## src/rtl/mem_arbiter_l1_pkg.sv

```systemverilog
// Shared types and constants for the L1 memory-port arbiter.
// Contents: FSM state enum, grant enum, line-offset width and line-align mask.
// Used by mem_arbiter_l1 and rr_arb2 via import mem_arb_pkg::*.
package mem_arb_pkg;

   typedef enum logic [1:0] {
      IDLE = 2'd0,
      WAIT = 2'd1,
      DONE = 2'd2
   } state_e;

   typedef enum logic {
      GNT_I = 1'b0,
      GNT_D = 1'b1
   } grant_e;

   // 32-byte lines: the low LINE_OFF_W address bits select a byte within the line
   localparam int LINE_OFF_W = 5;

   // AND with a byte address to get the line base; slice to the address width in use
   localparam logic [63:0] LINE_ALIGN_MASK = ~((64'd1 << LINE_OFF_W) - 64'd1);

endpackage

```

## src/rtl/mem_arbiter_l1_if.sv

```systemverilog
// Bundle of the icache, dcache and main-memory handshake/bus signals around the arbiter.
// master: arbiter view (takes cache requests and memory responses, drives the rest).
// slave : environment view (caches plus memory model/controller).
interface mem_arbiter_l1_if #(
   parameter int ADDR_W = 32,
   parameter int LINE_W = 256
);

   // icache side
   logic              i_req;
   logic [ADDR_W-1:0] i_addr;
   logic              i_valid;
   logic [LINE_W-1:0] i_data;

   // dcache side
   logic              d_req;
   logic              d_we;
   logic [ADDR_W-1:0] d_addr;
   logic [LINE_W-1:0] d_wdata;
   logic              d_valid;
   logic [LINE_W-1:0] d_rdata;

   // main-memory side
   logic              mem_req;
   logic              mem_we;
   logic [ADDR_W-1:0] mem_address;
   logic [LINE_W-1:0] mem_wdata;
   logic [LINE_W-1:0] mem_rdata;
   logic              mem_valid;

   modport master (
      input  i_req, i_addr,
      input  d_req, d_we, d_addr, d_wdata,
      input  mem_rdata, mem_valid,
      output i_valid, i_data,
      output d_valid, d_rdata,
      output mem_req, mem_we, mem_address, mem_wdata
   );

   modport slave (
      output i_req, i_addr,
      output d_req, d_we, d_addr, d_wdata,
      output mem_rdata, mem_valid,
      input  i_valid, i_data,
      input  d_valid, d_rdata,
      input  mem_req, mem_we, mem_address, mem_wdata
   );

endinterface

```

## src/rtl/mem_arbiter_l1_rr_arb2.sv

```systemverilog
// Combinational two-way round-robin pick between icache and dcache requests.
// Ports: i_req, d_req, last_grant in; any_req (someone is asking) and winner out.
// Zero latency; a lone requester always wins, a tie goes to the side not granted last.
module rr_arb2
   import mem_arb_pkg::*;
(
   input  logic   i_req,
   input  logic   d_req,
   input  grant_e last_grant,
   output logic   any_req,
   output grant_e winner
);

   always_comb begin
      any_req = i_req | d_req;
      winner  = GNT_I;
      if (i_req && d_req) begin
         winner = (last_grant == GNT_I) ? GNT_D : GNT_I;
      end else if (d_req) begin
         winner = GNT_D;
      end
   end

endmodule

```

## src/rtl/mem_arbiter_l1.sv

```systemverilog
// Shares one line-wide main-memory port between the L1 icache and dcache, one transaction at a time.
// Ports: clk, rst (async, active-high); bus (mem_arbiter_l1_if.master); busy; timeout_err.
// Latency: mem_req 1 cycle after a request is seen, cache valid 1 cycle after mem_valid; DONE blocks 1 cycle.
// Optional: define MEM_ARB_TIMEOUT_EN to abort a WAIT that lasts TIMEOUT_CYCLES cycles.
module mem_arbiter_l1
   import mem_arb_pkg::*;
#(
   parameter int ADDR_W         = 32,
   parameter int LINE_W         = 256,
   parameter int TIMEOUT_CYCLES = 64
) (
   input  logic             clk,
   input  logic             rst,
   mem_arbiter_l1_if.master bus,
   output logic             busy,
   output logic             timeout_err
);

   localparam logic [ADDR_W-1:0] ADDR_MASK = LINE_ALIGN_MASK[ADDR_W-1:0];

   // the timeout compare below counts to TIMEOUT_CYCLES-1
   if (TIMEOUT_CYCLES < 1) begin : g_bad_timeout
      $error("mem_arbiter_l1: TIMEOUT_CYCLES must be at least 1");
   end

   state_e            state, state_n;
   // last_grant is written at grant time, so during WAIT/DONE it is also the current owner
   grant_e            last_grant, last_grant_n;
   grant_e            pick;
   logic              pick_vld;

   logic              mem_req_n;
   logic              mem_we_n;
   logic [ADDR_W-1:0] mem_address_n;
   logic [LINE_W-1:0] mem_wdata_n;
   logic              i_valid_n;
   logic [LINE_W-1:0] i_data_n;
   logic              d_valid_n;
   logic [LINE_W-1:0] d_rdata_n;

`ifdef MEM_ARB_TIMEOUT_EN
   localparam int CNT_W = $clog2(TIMEOUT_CYCLES + 1);
   logic [CNT_W-1:0]  wait_cnt, wait_cnt_n;
   logic              timeout_n;
`endif

   rr_arb2 u_rr_arb2 (
      .i_req      (bus.i_req),
      .d_req      (bus.d_req),
      .last_grant (last_grant),
      .any_req    (pick_vld),
      .winner     (pick)
   );

   assign busy = (state != IDLE);

   // next-state and next-output logic; every register holds unless told otherwise
   always_comb begin
      state_n       = state;
      last_grant_n  = last_grant;
      mem_req_n     = bus.mem_req;
      mem_we_n      = bus.mem_we;
      mem_address_n = bus.mem_address;
      mem_wdata_n   = bus.mem_wdata;
      i_valid_n     = 1'b0;
      i_data_n      = bus.i_data;
      d_valid_n     = 1'b0;
      d_rdata_n     = bus.d_rdata;
`ifdef MEM_ARB_TIMEOUT_EN
      wait_cnt_n    = wait_cnt;
      timeout_n     = 1'b0;
`endif

      case (state)
         IDLE: begin
            // mem_valid is ignored here: nothing is outstanding
            if (pick_vld) begin
               state_n      = WAIT;
               last_grant_n = pick;
               mem_req_n    = 1'b1;
`ifdef MEM_ARB_TIMEOUT_EN
               wait_cnt_n   = '0;
`endif
               if (pick == GNT_I) begin
                  mem_we_n      = 1'b0;
                  mem_address_n = bus.i_addr & ADDR_MASK;
                  mem_wdata_n   = '0;
               end else begin
                  mem_we_n      = bus.d_we;
                  mem_address_n = bus.d_addr & ADDR_MASK;
                  mem_wdata_n   = bus.d_wdata;
               end
            end
         end

         WAIT: begin
            // grant and address are latched; request-side changes have no effect here
            if (bus.mem_valid) begin
               state_n   = DONE;
               mem_req_n = 1'b0;
               mem_we_n  = 1'b0;
               if (last_grant == GNT_I) begin
                  i_valid_n = 1'b1;
                  i_data_n  = bus.mem_rdata;
               end else begin
                  d_valid_n = 1'b1;
                  // a write-back only gets an acknowledge; the read line is left alone
                  if (!bus.mem_we) begin
                     d_rdata_n = bus.mem_rdata;
                  end
               end
            end
`ifdef MEM_ARB_TIMEOUT_EN
            else if (wait_cnt == CNT_W'(TIMEOUT_CYCLES - 1)) begin
               // this is the last allowed WAIT cycle: abort with an all-zero line
               state_n   = DONE;
               mem_req_n = 1'b0;
               mem_we_n  = 1'b0;
               timeout_n = 1'b1;
               if (last_grant == GNT_I) begin
                  i_valid_n = 1'b1;
                  i_data_n  = '0;
               end else begin
                  d_valid_n = 1'b1;
                  d_rdata_n = '0;
               end
            end else begin
               wait_cnt_n = wait_cnt + 1'b1;
            end
`endif
         end

         DONE: begin
            // requests are not sampled here, giving the served cache a cycle to drop req
            state_n = IDLE;
         end

         default: begin
            state_n = IDLE;
         end
      endcase
   end

   always_ff @(posedge clk or posedge rst) begin
      if (rst) begin
         state           <= IDLE;
         last_grant      <= GNT_D;
         bus.mem_req     <= 1'b0;
         bus.mem_we      <= 1'b0;
         bus.mem_address <= '0;
         bus.mem_wdata   <= '0;
         bus.i_valid     <= 1'b0;
         bus.i_data      <= '0;
         bus.d_valid     <= 1'b0;
         bus.d_rdata     <= '0;
      end else begin
         state           <= state_n;
         last_grant      <= last_grant_n;
         bus.mem_req     <= mem_req_n;
         bus.mem_we      <= mem_we_n;
         bus.mem_address <= mem_address_n;
         bus.mem_wdata   <= mem_wdata_n;
         bus.i_valid     <= i_valid_n;
         bus.i_data      <= i_data_n;
         bus.d_valid     <= d_valid_n;
         bus.d_rdata     <= d_rdata_n;
      end
   end

`ifdef MEM_ARB_TIMEOUT_EN
   always_ff @(posedge clk or posedge rst) begin
      if (rst) begin
         wait_cnt    <= '0;
         timeout_err <= 1'b0;
      end else begin
         wait_cnt    <= wait_cnt_n;
         timeout_err <= timeout_n;
      end
   end
`else
   assign timeout_err = 1'b0;
`endif

endmodule
```

## src/flat_wrapper.sv

```systemverilog
// flat-port wrapper written by rule: the top's interface ports become plain ports
module mem_arbiter_l1_flat import mem_arb_pkg::*;
#(
   parameter int ADDR_W         = 32,
   parameter int LINE_W         = 256,
   parameter int TIMEOUT_CYCLES = 64
)
  (clk, rst, busy, timeout_err, bus_i_req, bus_i_addr, bus_d_req, bus_d_we, bus_d_addr, bus_d_wdata, bus_mem_rdata, bus_mem_valid, bus_i_valid, bus_i_data, bus_d_valid, bus_d_rdata, bus_mem_req, bus_mem_we, bus_mem_address, bus_mem_wdata);
  mem_arbiter_l1_if #(.ADDR_W(ADDR_W), .LINE_W(LINE_W)) bus_i ();
  input  logic clk;
  input  logic rst;
  output logic busy;
  output logic timeout_err;
  input wire logic [$bits(bus_i.i_req)-1:0] bus_i_req;
  input wire logic [$bits(bus_i.i_addr)-1:0] bus_i_addr;
  input wire logic [$bits(bus_i.d_req)-1:0] bus_d_req;
  input wire logic [$bits(bus_i.d_we)-1:0] bus_d_we;
  input wire logic [$bits(bus_i.d_addr)-1:0] bus_d_addr;
  input wire logic [$bits(bus_i.d_wdata)-1:0] bus_d_wdata;
  input wire logic [$bits(bus_i.mem_rdata)-1:0] bus_mem_rdata;
  input wire logic [$bits(bus_i.mem_valid)-1:0] bus_mem_valid;
  output wire logic [$bits(bus_i.i_valid)-1:0] bus_i_valid;
  output wire logic [$bits(bus_i.i_data)-1:0] bus_i_data;
  output wire logic [$bits(bus_i.d_valid)-1:0] bus_d_valid;
  output wire logic [$bits(bus_i.d_rdata)-1:0] bus_d_rdata;
  output wire logic [$bits(bus_i.mem_req)-1:0] bus_mem_req;
  output wire logic [$bits(bus_i.mem_we)-1:0] bus_mem_we;
  output wire logic [$bits(bus_i.mem_address)-1:0] bus_mem_address;
  output wire logic [$bits(bus_i.mem_wdata)-1:0] bus_mem_wdata;
  assign bus_i.i_req = bus_i_req;
  assign bus_i.i_addr = bus_i_addr;
  assign bus_i.d_req = bus_d_req;
  assign bus_i.d_we = bus_d_we;
  assign bus_i.d_addr = bus_d_addr;
  assign bus_i.d_wdata = bus_d_wdata;
  assign bus_i.mem_rdata = bus_mem_rdata;
  assign bus_i.mem_valid = bus_mem_valid;
  assign bus_i_valid = bus_i.i_valid;
  assign bus_i_data = bus_i.i_data;
  assign bus_d_valid = bus_i.d_valid;
  assign bus_d_rdata = bus_i.d_rdata;
  assign bus_mem_req = bus_i.mem_req;
  assign bus_mem_we = bus_i.mem_we;
  assign bus_mem_address = bus_i.mem_address;
  assign bus_mem_wdata = bus_i.mem_wdata;
  mem_arbiter_l1 #(.ADDR_W(ADDR_W), .LINE_W(LINE_W), .TIMEOUT_CYCLES(TIMEOUT_CYCLES)) u_core (.clk(clk), .rst(rst), .bus(bus_i), .busy(busy), .timeout_err(timeout_err));
endmodule
```

## config.mk

```make
export PLATFORM = sky130hd
export DESIGN_NAME = mem_arbiter_l1_flat
export DESIGN_NICKNAME = d
export VERILOG_FILES = /design/src/rtl/mem_arbiter_l1_pkg.sv /design/src/rtl/mem_arbiter_l1_if.sv /design/src/rtl/mem_arbiter_l1_rr_arb2.sv /design/src/rtl/mem_arbiter_l1.sv /design/src/flat_wrapper.sv
export SDC_FILE = /design/constraint.sdc
export NUM_CORES = 1
export LEC_CHECK = 0
export BUFFER_PORTS_ARGS = -buffer_cell sky130_fd_sc_hd__buf_2
export CAP_MARGIN = 40
export CORE_AREA = 8 8 535 537
export DETAILED_ROUTE_END_ITERATION = 16
export DIE_AREA = 0 0 543 545
export RECOVER_POWER = 100
export SETUP_SLACK_MARGIN = 0.02
export SYNTH_ARGS = -nofsm -noshare
export SYNTH_HDL_FRONTEND = slang
export SYNTH_SLANG_ARGS = --single-unit
```

## constraint.sdc

```tcl
create_clock -name clk -period 70.8 [get_ports clk]
set_input_delay 0 -clock clk [delete_from_list [all_inputs] [get_ports clk]]
set_output_delay 0 -clock clk [all_outputs]
set_load 0.02 [all_outputs]
```

Word level (Yosys, flattened, before mapping)

Index checks and enable logic that the tools add are counted.

Output and inout port bits: 806
Flip-flop bits (word level): 807
ROM bits: 0
Memories kept: 0
Word-level logic and storage cells: 44
RAM bits: 0
Latch bits: 0
Input bits: 582

Bitwise gates (word level): 3
Muxes and demuxes: 19
Eq/ne operators: 3
Shift operators: 0
Reduce and logical (&&, ||, !) cells: 9
Divide/modulo/power cells: 0
Add/sub/neg operators: 0
Magnitude comparators: 0
$mul: 0

Operator list:

| kind               | number |
|---|---|
| $mux 256           | 1 |
| $mux 32            | 1 |
| $mux 1             | 12 |
| $reduce_and 3->1   | 2 |
| $mux 2             | 2 |
| $pmux 1 s2         | 2 |
| $pmux 2 s2         | 1 |
| $reduce_and 2->1   | 2 |
| $reduce_and 4->1   | 1 |
| $reduce_bool 2->1  | 2 |
| $eq 2x1->1 const B | 1 |
| $logic_not 2->1    | 1 |
| $ne 2x1->1 const B | 1 |
| $ne 2x2->1 const B | 1 |
| $not 1->1          | 2 |
| $logic_and 1x1->1  | 1 |
| $or 1x1->1         | 1 |

Longest topological paths before layout

Depth after elaboration: 5
Mapped depth: 6
Depth with buffers taken out: 3

By module

Synthesis repeated with hierarchy kept, for this count alone.

Cells, all modules: 2341
Area, all modules: 30748.2 sq um

By module, submodules not included:

| module         | cells each | area an instance (sq um) | seq. area each (sq um) | times used |
|---|---|---|---|---|
| mem_arbiter_l1 | 2339       | 30734.5                  | 20070.5                | 1 |
| rr_arb2        | 2          | 13.8                     | 0.0                    | 1 |

Least setup slack after synthesis

Ideal clock, no wire load.

Kind: flip-flop to flip-flop
From: register u_core.last_grant
To: register u_core.bus.mem_address[10]
Setup time: 0.125 ns
Period minus slack after synthesis: 1.694 ns
Arrival time: 1.569 ns
Slack: 69.106 ns
Cell stages (with the launch flop): 6
Buffers on the path: 2
Data required time: 70.675 ns
Cell sequence: dfstp_2 > a21bo_2 > buf_6 > buf_2 > mux2_2 > mux2_2

Cells in the longest elaborated chain, start to end: 3

RTL lines:

| item                     | RTL line                     | RTL |
|---|---|---|
| start: declaration       | mem_arbiter_l1.sv:28         | `grant_e last_grant, last_grant_n;` |
| start signal: assignment | mem_arbiter_l1.sv:158        | `last_grant <= last_grant_n;` |
| $mux 1                   | mem_arbiter_l1_rr_arb2.sv:18 | `winner = (last_grant == GNT_I) ? GNT_D : GNT_I;` |
| $mux 1                   | mem_arbiter_l1_rr_arb2.sv:17 | `if (i_req && d_req) begin` |
| $mux 32                  | mem_arbiter_l1.sv:84         | `if (pick == GNT_I) begin` |
| end signal: assignment   | mem_arbiter_l1.sv:161        | `bus.mem_address <= mem_address_n;` |
| end: declaration         | mem_arbiter_l1_if.sv:37      | `output mem_req, mem_we, mem_address, mem_wdata` |

Every way passes these cells.
A chain may end at the register's enable or synchronous reset.

==> impl_results.html <==
<table>
<tr><th>Metric</th><th>Value</th></tr>
<tr><th colspan="2">Yosys</th></tr>
<tr><td>Synth top area cells</td><td>sky130_fd_sc_hd__dfrtp_1 (68%), sky130_fd_sc_hd__mux2_2 (21%), sky130_fd_sc_hd__a22o_1 (7.6%)</td></tr>
<tr><td>Number of synthesized flops with an enable pin</td><td>0</td></tr>
<tr><td>Post-synthesis cell type with the largest combined area</td><td>sky130_fd_sc_hd__dfrtp_1</td></tr>
<tr><td>Total number of yosys warnings</td><td>0</td></tr>
<tr><td>Fraction of synthesis flops using an asynchronous set or reset pin</td><td>100%</td></tr>
<tr><td>Share of synthesized area occupied by flip-flops and latches</td><td>between 60% and 70%</td></tr>
<tr><td>Library cells used by synthesis</td><td>25</td></tr>
<tr><td>Post-synthesis cell area</td><td>29700 um2</td></tr>
<tr><td>Predominant post-synthesis flop cell</td><td>sky130_fd_sc_hd__dfrtp_1</td></tr>
<tr><td>Mean cell area of the mapped netlist</td><td>around 17 um2</td></tr>
<tr><td>Post-synth top area share</td><td>67.5%</td></tr>
<tr><td>Flip-flop and latch count after synthesis</td><td>around 800</td></tr>
<tr><td>Instance count of the mapped netlist</td><td>about 1.8k</td></tr>
<tr><th colspan="2">STA</th></tr>
<tr><td>Unrepaired setup endpoints after global routing</td><td>no</td></tr>
<tr><td>Final hold violations</td><td>0</td></tr>
<tr><td>Total Neg Setup Slack</td><td>0 ns</td></tr>
<tr><td>Period utilisation layout</td><td>about a quarter</td></tr>
<tr><td>Post-route minimum period</td><td>between 15 and 20 ns</td></tr>
<tr><td>Rel. slew slack</td><td>-442%</td></tr>
<tr><td>Fin. max-slew vios</td><td>roughly 1.6k</td></tr>
<tr><td>Setup Viol. Count Final</td><td>0</td></tr>
<tr><td>Highest Clock Rate</td><td>between 60 and 70 MHz</td></tr>
<tr><td>Slew @ Worst Pin</td><td>8.13 ns</td></tr>
<tr><td>Final setup skew</td><td>roughly 0.036 ns</td></tr>
<tr><th colspan="2">Flow run</th></tr>
<tr><td>Maxcap violations</td><td>28</td></tr>
<tr><th colspan="2">GRT</th></tr>
<tr><td>First-pass GRT wire length</td><td>around 270000 um</td></tr>
<tr><td>Largest net degree at the start of global routing</td><td>between 100 and 150</td></tr>
<tr><td>All-Layer GR Usage</td><td>13.3%</td></tr>
<tr><td>Via count of the first global-routing pass</td><td>28.3k</td></tr>
<tr><td>Antenna violations before repair</td><td>~190</td></tr>
<tr><td>Total gr overflow</td><td>0</td></tr>
<tr><th colspan="2">Power and ir drop</th></tr>
<tr><td>Lkg Pwr</td><td>21.9 nW</td></tr>
<tr><td>IR drop worst, VDD</td><td>around 0.024 mV</td></tr>
<tr><td>Total power draw</td><td>0.00251 W</td></tr>
<tr><td>P per Cell Area</td><td>about 48 nW/um2</td></tr>
<tr><th colspan="2">Critical path</th></tr>
<tr><td>Flop2flop setup slack</td><td>roughly 56 ns</td></tr>
<tr><td>CP Class</td><td>primary input to asynchronous set/reset pin</td></tr>
<tr><td>Type of origin of the critical path</td><td>primary input</td></tr>
<tr><td>Data required, critical path</td><td>~70 ns</td></tr>
<tr><td>Data arrival, critical path</td><td>approximately 17 ns</td></tr>
<tr><td>CP endpoint kind</td><td>asynchronous set/reset pin</td></tr>
<tr><td>Largest driver fanout on the critical path</td><td>between 100 and 150</td></tr>
<tr><th colspan="2">Placement</th></tr>
<tr><td>Port Buf Inserts</td><td>roughly 1.4k</td></tr>
<tr><td>Post-detailed-placement half-perimeter wirelength</td><td>approximately 170000 um</td></tr>
<tr><td>Final weighted congestion in routability-driven placement</td><td>0.930</td></tr>
<tr><th colspan="2">Finish</th></tr>
<tr><td>Area of the multi-input gates</td><td>8750 um2</td></tr>
<tr><td>Storage cell area</td><td>20100 um2</td></tr>
<tr><td>Post-layout net count</td><td>4681</td></tr>
<tr><td>Most used cells in the layout excluding fill and tap cells</td><td>sky130_fd_sc_hd__dlygate4sd3_1 (944), sky130_fd_sc_hd__clkbuf_1 (844), sky130_fd_sc_hd__dfrtp_1 (801)</td></tr>
<tr><td>Layout fillers</td><td>roughly 30k</td></tr>
<tr><td>Share of final-layout standard cells stronger than drive strength 1</td><td>around 30%</td></tr>
<tr><td>Commonest non-fill, non-tap cell in the layout</td><td>sky130_fd_sc_hd__dlygate4sd3_1</td></tr>
<tr><td>Area grow syn2layout</td><td>77.3%</td></tr>
<tr><th colspan="2">CTS</th></tr>
<tr><td>TritonCTS sink count</td><td>802</td></tr>
<tr><td>Insertion delay of the later-clocked pin in the worst-skew pair</td><td>around 0.83 ns</td></tr>
<tr><td>Clock-pin transition on the worst setup and hold timing paths</td><td>approximately 0.060 ns</td></tr>
<tr><td>Resized Gates After CTS</td><td>0</td></tr>
<tr><td>Cts bufs inserted</td><td>between 100 and 150</td></tr>
<tr><td>Bufs on Longest Clock Path</td><td>4</td></tr>
<tr><td>Clock Root Buffer</td><td>sky130_fd_sc_hd__clkbuf_16</td></tr>
<tr><td>TritonCTS clock tree</td><td>done</td></tr>
<tr><td>H-tree depth</td><td>3</td></tr>
<tr><th colspan="2">Floorplan</th></tr>
<tr><td>I/O pins</td><td>approximately 1.4k</td></tr>
<tr><td>Vertical die dimension</td><td>about 550 um</td></tr>
<tr><td>Initial Utilization</td><td>10.7%</td></tr>
<tr><td>Die Footprint</td><td>a little under 300000 um2</td></tr>
<tr><td>Horizontal extent of the die</td><td>approximately 540 um</td></tr>
<tr><td>Area of the placeable core</td><td>about 280000 um2</td></tr>
<tr><td>Number of core rows</td><td>just under 200</td></tr>
<tr><th colspan="2">Drt</th></tr>
<tr><td>Routed wire length</td><td>approximately 210000 um</td></tr>
<tr><td>Starting DRT DRC Count</td><td>roughly 1.4k</td></tr>
<tr><td>First-pass DRT Iterations</td><td>5</td></tr>
<tr><td>Post-detailed-route wirelength per cell</td><td>around 26 um</td></tr>
<tr><td>Antenna-violating nets left</td><td>0</td></tr>
<tr><td>Average via count per standard cell</td><td>approximately 3.3</td></tr>
<tr><td>Routed via count</td><td>26.6k</td></tr>
<tr><td>Post-route DRC violation count</td><td>0</td></tr>
<tr><th colspan="2">Worst hold path</th></tr>
<tr><td>Hold Path Class</td><td>primary input to register</td></tr>
<tr><th colspan="2">Status</th></tr>
<tr><td>Outcome</td><td>finished, violations left</td></tr>
<tr><td>Violations in the final reports</td><td>capacitance limit, slew limit</td></tr>
</table>
-- cell type report --
class | count | share of cell area (%)
Multi-Input combinational cell | 842 | 16.6
Inverter | 2 | 0.0166
Timing Repair Buffer | 2348 | 29.4
Tap cell | 3724 | 8.86
Clock inverter | 52 | 1.21
Sequential cell | 802 | 38.1
Clock buffer | 133 | 5.42
Antenna cell | 65 | 0.309
-- where the power goes --
group	internal (W)	switching (W)	total [W]
logic	0.000376	0.000751	0.00113
clock network	0.000317	0.000228	0.000545
registers	0.000694	0.000140	0.000834
-- worst paths after layout --
kind,cells after the start,startpoint,endpoint
max in group clk,8,u_core.state[1],u_core.bus.d_rdata[152]
min,3,bus_d_wdata[50],u_core.bus.mem_wdata[50]
min in group asynchronous,4,rst,u_core.bus.d_rdata[62]
max,9,rst,u_core.bus.i_data[194]
min reg2reg,1,u_core.bus.d_rdata[44],u_core.bus.d_rdata[44]
max reg2reg,8,u_core.state[1],u_core.bus.d_rdata[152]
-- Yosys cell counts, types with 2 or more instances --
master,n
sky130_fd_sc_hd__buf_1,2
sky130_fd_sc_hd__clkbuf_1,3
sky130_fd_sc_hd__dfrtp_1,801
sky130_fd_sc_hd__buf_4,33
sky130_fd_sc_hd__buf_2,60
sky130_fd_sc_hd__buf_6,27
sky130_fd_sc_hd__a22o_1,256
sky130_fd_sc_hd__nand2_1,2
sky130_fd_sc_hd__mux2_2,545
sky130_fd_sc_hd__inv_1,2
sky130_fd_sc_hd__mux2_1,21
-- metal layers --
layer  track usage [%]  vias to the layer above  wire length [um]
li1                  -                    11300                 -
met1              15.9                    13200             82300
met2              20.5                     1576             88600
met3              6.64                      461             25600
met4              5.06                       96             10600
met5                 0                        -               624
-- worst max-delay path: stages --
cell,delay [ns]
sky130_fd_sc_hd__dlygate4sd3_1,0.53
sky130_fd_sc_hd__buf_2,0.12
sky130_fd_sc_hd__dlygate4sd3_1,0.56
sky130_fd_sc_hd__clkinvlp_2,2.66
sky130_fd_sc_hd__clkbuf_1,1.66
sky130_fd_sc_hd__clkbuf_1,4.73
sky130_fd_sc_hd__clkbuf_1,2.50
sky130_fd_sc_hd__clkbuf_1,1.35
sky130_fd_sc_hd__clkbuf_1,2.36
-- flip-flops by register name (all words and copies together) (netlist names) --
name,cells
u_core.bus.mem_we,1
u_core.bus.d_valid,1
u_core.bus.d_rdata,256
u_core.bus.i_data,256
u_core.state,2
u_core.bus.mem_address,27
u_core.bus.i_valid,1
u_core.last_grant,1
u_core.bus.mem_wdata,256
u_core.bus.mem_req,1
-- logic make-up after synthesis --
family          share of synthesized area (%)
mux                                      21.5
flops                                    67.6
buf+inv                                  2.96
other cells                            0.0126
compound gates                           7.69
simple gates                            0.232
-- through the flow --
stage                     util (%)  instance area (um2)  hold slack (ns)  setup slack [ns]  std cells
after global placement        14.6                40600            0.198             66.53       6767
after floorplan                  -                29700            0.107             48.28       1771
after global routing          18.9                52600           0.0282             50.89       7944
after detailed placement      14.7                40800            0.203             66.74       6774
final                         18.9                52600           0.0769             54.19       7968
after CTS                     19.3                53700         0.000173             66.54       7903
-- timing repair --
item,CTS,global route
endpoints found under the hold margin,941,0
hold buffers,944,0
setup buffers,0,0
No activity file was read; power rests on OpenSTA's default activity.
